**config.mk**
```make
export PLATFORM = sky130hd
export DESIGN_NAME = mlp_ctrl_flat
export DESIGN_NICKNAME = d
export VERILOG_FILES = /design/src/rtl/mlp_pkg.sv /design/src/rtl/mlp_ctrl_if.sv /design/src/rtl/mlp_loop_cnt.sv /design/src/rtl/mlp_ctrl.sv /design/src/flat_wrapper.sv
export SDC_FILE = /design/constraint.sdc
export NUM_CORES = 1
export LEC_CHECK = 0
export BUFFER_PORTS_ARGS = -buffer_cell sky130_fd_sc_hd__buf_2
export CORE_ASPECT_RATIO = 1.2
export CORE_MARGIN = 8
export CORE_UTILIZATION = 26
export DETAILED_ROUTE_END_ITERATION = 16
export PLACE_DENSITY = 0.41
export SETUP_SLACK_MARGIN = 0.15
export SLEW_MARGIN = 20
export SYNTH_ARGS = -nofsm -noshare
export SYNTH_HDL_FRONTEND = slang
export SYNTH_SLANG_ARGS = --single-unit
```
**constraint.sdc**
```tcl
create_clock -name clk_i -period 5.25 [get_ports clk_i]
set_input_delay 0.2625 -clock clk_i [delete_from_list [all_inputs] [get_ports clk_i]]
set_output_delay 0.2625 -clock clk_i [all_outputs]
set_load 0.02 [all_outputs]
```
**src/rtl/mlp_pkg.sv**
```systemverilog
// Shared types and width helpers for the MLP inference sequencer.
package mlp_pkg;

    typedef enum logic [2:0] {
        ST_IDLE,
        ST_INIT_W,
        ST_LOAD_X,
        ST_MAC,
        ST_STORE,
        ST_WB,
        ST_DONE
    } state_e;

    function automatic int w_depth(input int dim, input int layers);
        return layers * dim * dim;
    endfunction

    function automatic int w_aw(input int dim, input int layers);
        return $clog2(layers * dim * dim);
    endfunction

    function automatic int x_aw(input int dim);
        return $clog2(dim);
    endfunction

    function automatic int l_w(input int layers);
        return $clog2(layers + 1);
    endfunction

endpackage

```
**src/rtl/mlp_ctrl_if.sv**
```systemverilog
// Handshake and SRAM-strobe bundle between the MLP sequencer and its host/datapath.
interface mlp_ctrl_if #(
    parameter int DIM    = 16,
    parameter int LAYERS = 4
);
    import mlp_pkg::*;

    localparam int W_AW = w_aw(DIM, LAYERS);
    localparam int X_AW = x_aw(DIM);
    localparam int L_W  = l_w(LAYERS);

    logic            init_valid_i;
    logic            init_ready_o;
    logic            start_valid_i;
    logic            start_ready_o;
    logic [L_W-1:0]  cfg_layers_i;
    logic            result_valid_o;
    logic            result_ready_i;
    logic            result_bank_o;
    logic            w_ren_o;
    logic            w_wen_o;
    logic [W_AW-1:0] w_addr_o;
    logic            x_ren_o;
    logic            x_wen_o;
    logic            x_sel_o;
    logic [X_AW-1:0] x_addr_o;
    logic            partial_sum_store_o;
    logic            x_sram_write_back_o;

    modport master (
        output init_valid_i, start_valid_i, cfg_layers_i, result_ready_i,
        input  init_ready_o, start_ready_o, result_valid_o, result_bank_o,
        input  w_ren_o, w_wen_o, w_addr_o, x_ren_o, x_wen_o, x_sel_o, x_addr_o,
        input  partial_sum_store_o, x_sram_write_back_o
    );

    modport slave (
        input  init_valid_i, start_valid_i, cfg_layers_i, result_ready_i,
        output init_ready_o, start_ready_o, result_valid_o, result_bank_o,
        output w_ren_o, w_wen_o, w_addr_o, x_ren_o, x_wen_o, x_sel_o, x_addr_o,
        output partial_sum_store_o, x_sram_write_back_o
    );

endinterface

```
**src/rtl/mlp_loop_cnt.sv**
```systemverilog
// Wrap counter: counts 0..max_i while enabled, pulses wrap_o on the terminal count.
module mlp_loop_cnt #(
    parameter int WIDTH = 4
) (
    input  logic             clk_i,
    input  logic             rst_i,
    input  logic             en_i,
    input  logic [WIDTH-1:0] max_i,
    output logic [WIDTH-1:0] cnt_o,
    output logic             wrap_o
);

    logic [WIDTH-1:0] cnt_q, cnt_d;

    assign wrap_o = en_i && (cnt_q == max_i);
    assign cnt_o  = cnt_q;

    always_comb begin
        cnt_d = cnt_q;
        if (en_i) begin
            cnt_d = wrap_o ? '0 : cnt_q + 1'b1;
        end
    end

    always_ff @(posedge clk_i) begin
        if (rst_i) cnt_q <= '0;
        else       cnt_q <= cnt_d;
    end

endmodule

```
**src/rtl/mlp_ctrl.sv**
```systemverilog
// MLP inference sequencer: loads weights, stages inputs, then walks layer/neuron/input loops.
//   state   | meaning
//   IDLE    | waiting for init or start handshake
//   INIT_W  | streaming W_DEPTH weight writes
//   LOAD_X  | writing DIM inputs into X bank 0
//   MAC     | reading DIM weight/activation pairs for one neuron
//   STORE   | accumulator captures the sum (covers SRAM read latency)
//   WB      | activation written to the opposite X bank
//   DONE    | result valid until the consumer accepts it
module mlp_ctrl
    import mlp_pkg::*;
#(
    parameter int DIM    = 16,
    parameter int LAYERS = 4
) (
    input  logic       clk_i,
    input  logic       rst_i,
    mlp_ctrl_if.slave  bus
);

    localparam int W_DEPTH = w_depth(DIM, LAYERS);
    localparam int W_AW    = w_aw(DIM, LAYERS);
    localparam int X_AW    = x_aw(DIM);
    localparam int L_W     = l_w(LAYERS);

    state_e          state_q, state_d;
    logic            wl_q, wl_d;
    logic            src_q, src_d;
    logic [L_W-1:0]  nl_q, nl_d;

    logic [W_AW-1:0] a_cnt, a_max;
    logic [X_AW-1:0] i_cnt, j_cnt;
    logic [L_W-1:0]  l_cnt;
    logic            a_wrap, i_wrap, j_wrap, l_wrap;
    logic            a_en, i_en, j_en;

    assign a_en  = (state_q == ST_INIT_W) || (state_q == ST_LOAD_X);
    assign a_max = (state_q == ST_INIT_W) ? W_AW'(W_DEPTH - 1) : W_AW'(DIM - 1);
    assign i_en  = (state_q == ST_MAC);
    assign j_en  = (state_q == ST_WB);

    mlp_loop_cnt #(.WIDTH(W_AW)) u_a_cnt (
        .clk_i(clk_i), .rst_i(rst_i), .en_i(a_en), .max_i(a_max),
        .cnt_o(a_cnt), .wrap_o(a_wrap)
    );

    mlp_loop_cnt #(.WIDTH(X_AW)) u_i_cnt (
        .clk_i(clk_i), .rst_i(rst_i), .en_i(i_en), .max_i(X_AW'(DIM - 1)),
        .cnt_o(i_cnt), .wrap_o(i_wrap)
    );

    mlp_loop_cnt #(.WIDTH(X_AW)) u_j_cnt (
        .clk_i(clk_i), .rst_i(rst_i), .en_i(j_en), .max_i(X_AW'(DIM - 1)),
        .cnt_o(j_cnt), .wrap_o(j_wrap)
    );

    mlp_loop_cnt #(.WIDTH(L_W)) u_l_cnt (
        .clk_i(clk_i), .rst_i(rst_i), .en_i(j_wrap), .max_i(nl_q - 1'b1),
        .cnt_o(l_cnt), .wrap_o(l_wrap)
    );

    always_ff @(posedge clk_i) begin
        if (rst_i) begin
            state_q <= ST_IDLE;
            wl_q    <= 1'b0;
            src_q   <= 1'b0;
            nl_q    <= '0;
        end else begin
            state_q <= state_d;
            wl_q    <= wl_d;
            src_q   <= src_d;
            nl_q    <= nl_d;
        end
    end

    always_comb begin
        state_d = state_q;
        wl_d    = wl_q;
        src_d   = src_q;
        nl_d    = nl_q;
        unique case (state_q)
            ST_IDLE: begin
                // init has priority over a simultaneous start
                if (bus.init_valid_i) begin
                    state_d = ST_INIT_W;
                end else if (bus.start_valid_i && wl_q) begin
                    state_d = ST_LOAD_X;
                    if (bus.cfg_layers_i == '0)                  nl_d = L_W'(1);
                    else if (bus.cfg_layers_i > L_W'(LAYERS))    nl_d = L_W'(LAYERS);
                    else                                         nl_d = bus.cfg_layers_i;
                end
            end
            ST_INIT_W: if (a_wrap) begin
                wl_d    = 1'b1;
                state_d = ST_IDLE;
            end
            ST_LOAD_X: if (a_wrap) begin
                src_d   = 1'b0;
                state_d = ST_MAC;
            end
            ST_MAC:   if (i_wrap) state_d = ST_STORE;
            ST_STORE: state_d = ST_WB;
            ST_WB: begin
                if (!j_wrap) begin
                    state_d = ST_MAC;
                end else begin
                    src_d   = ~src_q;
                    state_d = l_wrap ? ST_DONE : ST_MAC;
                end
            end
            ST_DONE:  if (bus.result_ready_i) state_d = ST_IDLE;
            default:  state_d = ST_IDLE;
        endcase
    end

    always_comb begin
        bus.init_ready_o        = 1'b0;
        bus.start_ready_o       = 1'b0;
        bus.result_valid_o      = 1'b0;
        bus.result_bank_o       = 1'b0;
        bus.w_ren_o             = 1'b0;
        bus.w_wen_o             = 1'b0;
        bus.w_addr_o            = '0;
        bus.x_ren_o             = 1'b0;
        bus.x_wen_o             = 1'b0;
        bus.x_sel_o             = 1'b0;
        bus.x_addr_o            = '0;
        bus.partial_sum_store_o = 1'b0;
        bus.x_sram_write_back_o = 1'b0;
        // outputs are silenced for the whole reset cycle, not just after it
        if (!rst_i) begin
            unique case (state_q)
                ST_IDLE: begin
                    bus.init_ready_o  = 1'b1;
                    bus.start_ready_o = wl_q;
                end
                ST_INIT_W: begin
                    bus.w_wen_o  = 1'b1;
                    bus.w_addr_o = a_cnt;
                end
                ST_LOAD_X: begin
                    bus.x_wen_o  = 1'b1;
                    bus.x_addr_o = a_cnt[X_AW-1:0];
                end
                ST_MAC: begin
                    bus.w_ren_o  = 1'b1;
                    bus.x_ren_o  = 1'b1;
                    bus.w_addr_o = W_AW'(l_cnt) * W_AW'(DIM * DIM)
                                 + W_AW'(j_cnt) * W_AW'(DIM) + W_AW'(i_cnt);
                    bus.x_addr_o = i_cnt;
                    bus.x_sel_o  = src_q;
                end
                ST_STORE: bus.partial_sum_store_o = 1'b1;
                ST_WB: begin
                    bus.x_sram_write_back_o = 1'b1;
                    bus.x_wen_o             = 1'b1;
                    bus.x_sel_o             = ~src_q;
                    bus.x_addr_o            = j_cnt;
                end
                ST_DONE: begin
                    bus.result_valid_o = 1'b1;
                    bus.result_bank_o  = src_q;
                end
                default: ;
            endcase
        end
    end

endmodule
```
**src/flat_wrapper.sv**
```systemverilog
// flat-port wrapper written by rule: the top's interface ports become plain ports
module mlp_ctrl_flat import mlp_pkg::*;
#(
    parameter int DIM    = 16,
    parameter int LAYERS = 4
)
  (clk_i, rst_i, bus_init_valid_i, bus_start_valid_i, bus_cfg_layers_i, bus_result_ready_i, bus_init_ready_o, bus_start_ready_o, bus_result_valid_o, bus_result_bank_o, bus_w_ren_o, bus_w_wen_o, bus_w_addr_o, bus_x_ren_o, bus_x_wen_o, bus_x_sel_o, bus_x_addr_o, bus_partial_sum_store_o, bus_x_sram_write_back_o);
  mlp_ctrl_if #(.DIM(DIM), .LAYERS(LAYERS)) bus_i ();
  input  logic clk_i;
  input  logic rst_i;
  input wire logic [$bits(bus_i.init_valid_i)-1:0] bus_init_valid_i;
  input wire logic [$bits(bus_i.start_valid_i)-1:0] bus_start_valid_i;
  input wire logic [$bits(bus_i.cfg_layers_i)-1:0] bus_cfg_layers_i;
  input wire logic [$bits(bus_i.result_ready_i)-1:0] bus_result_ready_i;
  output wire logic [$bits(bus_i.init_ready_o)-1:0] bus_init_ready_o;
  output wire logic [$bits(bus_i.start_ready_o)-1:0] bus_start_ready_o;
  output wire logic [$bits(bus_i.result_valid_o)-1:0] bus_result_valid_o;
  output wire logic [$bits(bus_i.result_bank_o)-1:0] bus_result_bank_o;
  output wire logic [$bits(bus_i.w_ren_o)-1:0] bus_w_ren_o;
  output wire logic [$bits(bus_i.w_wen_o)-1:0] bus_w_wen_o;
  output wire logic [$bits(bus_i.w_addr_o)-1:0] bus_w_addr_o;
  output wire logic [$bits(bus_i.x_ren_o)-1:0] bus_x_ren_o;
  output wire logic [$bits(bus_i.x_wen_o)-1:0] bus_x_wen_o;
  output wire logic [$bits(bus_i.x_sel_o)-1:0] bus_x_sel_o;
  output wire logic [$bits(bus_i.x_addr_o)-1:0] bus_x_addr_o;
  output wire logic [$bits(bus_i.partial_sum_store_o)-1:0] bus_partial_sum_store_o;
  output wire logic [$bits(bus_i.x_sram_write_back_o)-1:0] bus_x_sram_write_back_o;
  assign bus_i.init_valid_i = bus_init_valid_i;
  assign bus_i.start_valid_i = bus_start_valid_i;
  assign bus_i.cfg_layers_i = bus_cfg_layers_i;
  assign bus_i.result_ready_i = bus_result_ready_i;
  assign bus_init_ready_o = bus_i.init_ready_o;
  assign bus_start_ready_o = bus_i.start_ready_o;
  assign bus_result_valid_o = bus_i.result_valid_o;
  assign bus_result_bank_o = bus_i.result_bank_o;
  assign bus_w_ren_o = bus_i.w_ren_o;
  assign bus_w_wen_o = bus_i.w_wen_o;
  assign bus_w_addr_o = bus_i.w_addr_o;
  assign bus_x_ren_o = bus_i.x_ren_o;
  assign bus_x_wen_o = bus_i.x_wen_o;
  assign bus_x_sel_o = bus_i.x_sel_o;
  assign bus_x_addr_o = bus_i.x_addr_o;
  assign bus_partial_sum_store_o = bus_i.partial_sum_store_o;
  assign bus_x_sram_write_back_o = bus_i.x_sram_write_back_o;
  mlp_ctrl #(.DIM(DIM), .LAYERS(LAYERS)) u_core (.clk_i(clk_i), .rst_i(rst_i), .bus(bus_i));
endmodule
```
==> run_results.csv, run 1 <==
group,metric,value,unit
status,outcome,"finished, final reports clean",
yosys,ys_ff_latch,29,
clocking,post_cts_buffers,0,
power,clkPwrFrac,0.293,
critical_path,r2r_slack,1.73,ns
drt,drc,0,
critical_path,crit_start,"u_core.state_q[0]$_SDFFE_PP0P_",
critical_path,endpoint_kind,"register",
critical_path,critPathMaxFanout,18,
global_routing,first_global_vias,1737,
critical_path,critPathLaunchType,"register",
place,place_hpwl,4000,um
sta,fin_hold_ws,0.222,ns
clocking,cts_buffers,5,
yosys,syn_area,1890,um^2
power,ir_drop,0.000114,V
global_routing,grt_max_degree,33,
final_layout,areaGrowthSynthToFinish,16.5,%
clocking,cts_tree,"yes",
place,placed_cell_area,2100,um^2
clocking,cts_resized,0,
final_layout,final_cell_mix,"40 x nor2_1, 32 x buf_2, 29 x dfxtp_1",
floorplanning,dieWidth,93.9,um
sta,finalHoldViolCount,0,
power,power_density,320,nW/um^2
floorplanning,ios,33,
critical_path,regToRegStartpoint,"u_core.state_q[0]$_SDFFE_PP0P_",
sta,maxSlewViolCount,0,
place,post-place-ws,1.72,ns
sta,clock_skew,0.00578,ns
yosys,synth_fp_nets,255,
job,maxCapViolCount,0,
sta,max_freq,284,MHz
critical_path,arrival,3.71,ns
global_routing,track_usage,0.109,
clocking,root_buffer,"clkbuf_8",
sta,grt_setup_unrepaired,"no",
global_routing,grt_overflow_total,0,
clocking,clkTransAtPathRegs,0.07,ns
drt,first_iter_violations,153,
floorplanning,core_area,7150,um^2
place,gp_congestion,0.776,
sta,fin_crit_sh,0.670,
yosys,syn_inst,236,
yosys,synth-edff-count,0,
drt,vias,1710,
power,cellLeakagePower,0.868,nW
drt,wl_per_cell,15.1,um
final_layout,diodes,0,
final_layout,final_net_count,280,
global_routing,antenna_found_initial,0,
clocking,numClockSinks,29,
yosys,yosys_most_used_dff,"dfxtp_1",
drt,routed_wl,5330,um
sta,min_period,3.52,ns
sta,worst_pin_slew,0.882,ns
yosys,synth.distinct_cells,48,
power,intPower,0.000438,W
floorplanning,design.die.area,10300,um^2
floorplanning,die_height,109,um
drt,first_pass_iters,4,
worst_hold_path,hold_path_class,"in2reg",
drt,viasPerCell,4.86,
critical_path,worstPathRequired,5.44,ns
sta,setup-tns-final,0,ns
power,total_power,0.000706,W
final_layout,design_area,2200,um^2
yosys,synth_seq_area_share,0.307,
final_layout,drive_gt1_frac,0.183,
critical_path,reg2reg_to,"u_core.state_q[1]$_SDFFE_PP0P_",
yosys,async_reset_ff_frac,0,
power,p_sw_frac,0.379,
critical_path,rr_worst_depth,8,
clocking,cts_hold_buf,0,
final_layout,fill_cells,800,
clocking,htree_levels,2,
critical_path,cp-endpoint,"u_core.state_q[1]$_SDFFE_PP0P_",
final_layout,layout_commonest_cell,"nor2_1",
floorplanning,rows,34,
floorplanning,start_util,0.265,
yosys,post_synth.cell_area_avg,8.02,um^2
power,pwr-share-comb,0.319,
sta,finalSetupViolations,0,
power,power_switching,0.000268,W
yosys,ys_warn_count,0,
clocking,clock_path_buffers,2,
sta,fin_ws,1.73,ns
sta,relSlewSlack,0.411,
power,pwr-share-seq,0.388,
drt,final_antenna_net_count,0,
global_routing,grt_pass1_wl,8870,um
clocking,worstSkewPairLatency,0.28,ns
place,port_buffers,32,
critical_path,path_class,"reg2reg",
through the flow:
stage / util / instances
after floorplan: - / 236
after global placement: 0.294 / 344
after detailed placement: 0.294 / 344
after CTS: 0.308 / 352
after global routing: 0.308 / 352
final: 0.308 / 352
worst min-delay path by stage:
stage,start,to,depth (start not counted),slack [ns]
detailed placement,u_core.nl_q[1]$_SDFFE_PP0P_,u_core.nl_q[1]$_SDFFE_PP0P_,2,0.48
global placement,u_core.nl_q[1]$_SDFFE_PP0P_,u_core.nl_q[1]$_SDFFE_PP0P_,2,0.48
global route,bus_init_valid_i,u_core.state_q[1]$_SDFFE_PP0P_,2,0.21
floorplan,bus_init_valid_i,u_core.state_q[1]$_SDFFE_PP0P_,1,0.38
finish,bus_init_valid_i,u_core.state_q[1]$_SDFFE_PP0P_,2,0.22
CTS,bus_init_valid_i,u_core.state_q[1]$_SDFFE_PP0P_,2,0.21
critical path, stage by stage (launching register included):
cell       delay [ns]
dfxtp_1          0.70
nor2b_1          0.25
nor2b_1          0.73
ha_1             0.40
nor4b_4          0.32
nand4_4          0.21
a2111oi_4        0.44
mux2i_1          0.13
a311oi_1         0.25
power groups by stage:
stage	clock, W	combinational, W	sequential (W)
after floorplan	0	0.000208	0.000247
after CTS	0.000216	0.000227	0.000275
after global routing	0.000230	0.000249	0.000279
after detailed placement	0	0.000226	0.000279
after global placement	0	0.000225	0.000279
final	0.000207	0.000225	0.000274
kinds of logic after synthesis:
logic type,count (synthesis),share of synthesized area
and+or+nand+nor,102,0.282
AOI/OAI and AO/OA,49,0.177
DFF,29,0.307
buffers and inverters,22,0.0483
xor gates and xnor gates,19,0.0919
adders and majority gates,11,0.0728
muxes,4,0.0212
Yosys cell counts, types with 2 or more instances:
master | n | area share
inv_1 | 8 | 0.016
ha_1 | 11 | 0.073
nor2b_1 | 4 | 0.013
nand3b_1 | 2 | 0.0079
nand2b_1 | 3 | 0.0099
and2_1 | 4 | 0.013
buf_2 | 4 | 0.011
nor2_1 | 40 | 0.079
a21oi_1 | 23 | 0.061
mux2i_1 | 4 | 0.021
nand3_1 | 4 | 0.011
clkbuf_1 | 8 | 0.016
nor3_1 | 7 | 0.019
nor4_1 | 2 | 0.0066
o21ai_0 | 5 | 0.013
nand4_1 | 2 | 0.0066
a22o_1 | 3 | 0.014
nand2_1 | 20 | 0.040
dfxtp_1 | 29 | 0.31
nor4_2 | 2 | 0.013
or3_1 | 2 | 0.0066
xor2_1 | 8 | 0.037
a22oi_1 | 6 | 0.024
nor3b_1 | 2 | 0.0079
xnor2_1 | 10 | 0.046
sequential cells by signal (all words and copies together), names as in the netlist:
| signal | count |
|---|---|
| u_core.wl_q | 1 |
| u_core.u_j_cnt.cnt_o | 4 |
| u_core.u_a_cnt.cnt_o | 10 |
| u_core.u_l_cnt.cnt_o | 3 |
| u_core.src_q | 1 |
| u_core.u_i_cnt.cnt_o | 4 |
| u_core.state_q | 3 |
| u_core.nl_q | 3 |
per-layer routing:
| metal | global-route usage | vias up | share of wire |
|---|---|---|---|
| met5 | 0 | - | 0 |
| met4 | 0.0306 | 0 | 0.0058 |
| met3 | 0.0335 | 2 | 0.049 |
| met2 | 0.179 | 33 | 0.47 |
| met1 | 0.135 | 806 | 0.48 |
| li1 | - | 869 | - |
layout make-up:
class                      instances  area, um^2  share of cell area
timing repair buffer              32         160              0.0726
clock inverter                     1        5.00             0.00227
clock buffer                       7        96.3              0.0437
tap                               90         113              0.0511
sequential                        29         581               0.263
multi-input combinational        185        1220               0.553
inverter                           8        30.0              0.0136
Power figures use the tool's default switching activity.
==> run 2: changes to the inputs <==
PLACE_DENSITY = 0.43   (was 0.41)
clock period = 3.1 ns   (was 5.25 ns; I/O delays follow)
==> run 2 against run 1 <==
Clock skew shrank 0.0015 ns. Count of clock-buffer cells in the layout stayed put. Sequential share of layout area down 0.21 points. Critical path type unchanged. Largest cell class unchanged.
==> run_results.csv, run 2 (synthesis results as in run 1) <==
group,metric,value,unit
final_layout,final_cell_mix,"40 x nor2_1, 32 x buf_2, 29 x dfxtp_1",
final_layout,post-route-util,0.311,
sta,fin_crit_sh,0.857,
final_layout,drive_gt1_frac,0.192,
drt,wl_per_cell,14.9,um
floorplanning,core_area,7150,um^2
clocking,numClockSinks,29,
critical_path,crit_path_cell_trace,"nor2b_1 -> nor2b_2 -> ha_1 -> nor4b_4 -> nand4_4 -> a2111oi_4 -> mux2i_1 -> a311oi_1",
drt,final_antenna_net_count,0,
sta,maxSlewViolCount,0,
drt,routed_wl,5300,um
drt,vias,1730,
critical_path,arrival,2.84,ns
critical_path,cp_slowest_cell,"a2111oi_4",
floorplanning,rows,34,
critical_path,endpoint_kind,"register",
critical_path,critPathLaunchType,"register",
clocking,cts_tree,"yes",
sta,min_period,2.66,ns
floorplanning,dieWidth,93.9,um
critical_path,path_buf_inv,0,
floorplanning,ios,33,
clocking,clkTransAtPathRegs,0.06,ns
sta,finalHoldViolCount,0,
critical_path,path_delay_family,"simple AND/OR/NAND/NOR gates",
drt,first_pass_iters,4,
global_routing,track_usage,0.108,
place,port_buffers,32,
clocking,root_buffer,"clkbuf_8",
floorplanning,die_height,109,um
sta,finalSetupViolations,0,
clocking,htree_levels,2,
final_layout,design_area,2220,um^2
worst_hold_path,min_from,"bus_init_valid_i",
power,ir_drop,0.000189,V
sta,worst_pin_slew,0.586,ns
final_layout,areaGrowthSynthToFinish,17.5,%
place,place_hpwl,3980,um
drt,viasPerCell,4.87,
critical_path,regToRegStartpoint,"u_core.state_q[0]$_SDFFE_PP0P_",
power,total_power,0.00119,W
clocking,cts_hold_buf,0,
final_layout,largest_reg_flops,10,
global_routing,antenna_found_initial,0,
floorplanning,design.die.area,10300,um^2
critical_path,critPathMaxFanout,7,
place,placed_cell_area,2130,um^2
worst_hold_path,worstHoldPathCells,2,
global_routing,grt_max_degree,33,
status,outcome,"finished, final reports clean",
global_routing,first_global_vias,1651,
sta,relSlewSlack,0.609,
worst_hold_path,hold_path_class,"in2reg",
critical_path,rr_worst_depth,8,
place,gp_congestion,0.761,
global_routing,grt_overflow_total,0,
final_layout,diodes,0,
job,maxCapViolCount,0,
power,cellLeakagePower,0.880,nW
clocking,worstSkewPairLatency,0.28,ns
clocking,clock_path_buffers,2,
drt,first_iter_violations,126,
critical_path,reg2reg_to,"u_core.state_q[1]$_SDFFE_PP0P_",
sta,grt_setup_unrepaired,"no",
drt,drc,0,
sta,fin_hold_ws,0.124,ns
global_routing,grt_pass1_wl,8730,um
critical_path,worstPathRequired,3.28,ns
worst_hold_path,holdPathEnd,"u_core.state_q[1]$_SDFFE_PP0P_",
clocking,cts_buffers,5,
critical_path,path_class,"reg2reg",
critical_path,cpPeakStageDelay,0.46,ns
sta,max_freq,376,MHz
power,power_density,535,nW/um^2
final_layout,final_net_count,284,
sta,clock_skew,0.00429,ns
final_layout,layout_commonest_cell,"nor2_1",
critical_path,r2r_slack,0.44,ns
floorplanning,start_util,0.265,
sta,setup-tns-final,0,ns
==> run 2: routing by layer <==
layer | track usage | wire (um)
met5 | 0 | 0
met3 | 0.0294 | 250
met2 | 0.171 | 2450
met4 | 0.0341 | 68
met1 | 0.139 | 2530
==> run 2: how the worst max path moves through the flow <==
stage | slack [ns] | cells past startpoint | startpoint | endpoint
3_3_place_gp | 0.44 | 8 | u_core.state_q[0]$_SDFFE_PP0P_ | u_core.state_q[1]$_SDFFE_PP0P_
3_5_place_dp | 0.33 | 8 | u_core.state_q[0]$_SDFFE_PP0P_ | u_core.state_q[1]$_SDFFE_PP0P_
5_1_grt | 0.22 | 8 | u_core.state_q[0]$_SDFFE_PP0P_ | u_core.state_q[1]$_SDFFE_PP0P_
4_1_cts | 0.29 | 8 | u_core.state_q[0]$_SDFFE_PP0P_ | u_core.state_q[1]$_SDFFE_PP0P_
6_report | 0.44 | 8 | u_core.state_q[0]$_SDFFE_PP0P_ | u_core.state_q[1]$_SDFFE_PP0P_
2_1_floorplan | 0.39 | 10 | u_core.state_q[0]$_SDFFE_PP0P_ | u_core.state_q[1]$_SDFFE_PP0P_
==> run 2: area by class of cell <==
class / instances / area (um^2)
repair buffers: 36 / 190
inverters: 8 / 30.0
flip-flops and latches: 29 / 581
fillers: 773 / 4920
multi-input cells: 185 / 1220
clock buffers: 7 / 86.3
well taps: 90 / 113
==> run 2: timing repair <==
item	in CTS	in global routing
resized for setup	0	1
endpoints found under the setup margin	0	1
buffers inserted	0	0
==> run 2: where the power goes <==
group | switching (W) | internal, W | total, W
clock network | 0.000139 | 0.000176 | 0.000315
registers | 0.0000246 | 0.000395 | 0.000420
logic | 0.000286 | 0.000168 | 0.000454
total | 0.000450 | 0.000739 | 0.00119
==> run 2: worst register-to-register path: cells and delay by family (launching register included) <==
| family | cells | cell delay [ns] |
|---|---|---|
| AOI/OAI and AO/OA | 2 | 0.73 |
| adders and majority gates | 1 | 0.33 |
| DFF | 1 | 0.32 |
| muxes | 1 | 0.12 |
| and+or+nand+nor | 4 | 1.07 |
==> run 2: metrics by stage <==
stage          instances  setup slack (ns)
2_1_floorplan        236             0.386
3_3_place_gp         348             0.442
3_5_place_dp         348             0.334
4_1_cts              355             0.291
5_1_grt              355             0.224
6_report             355             0.442
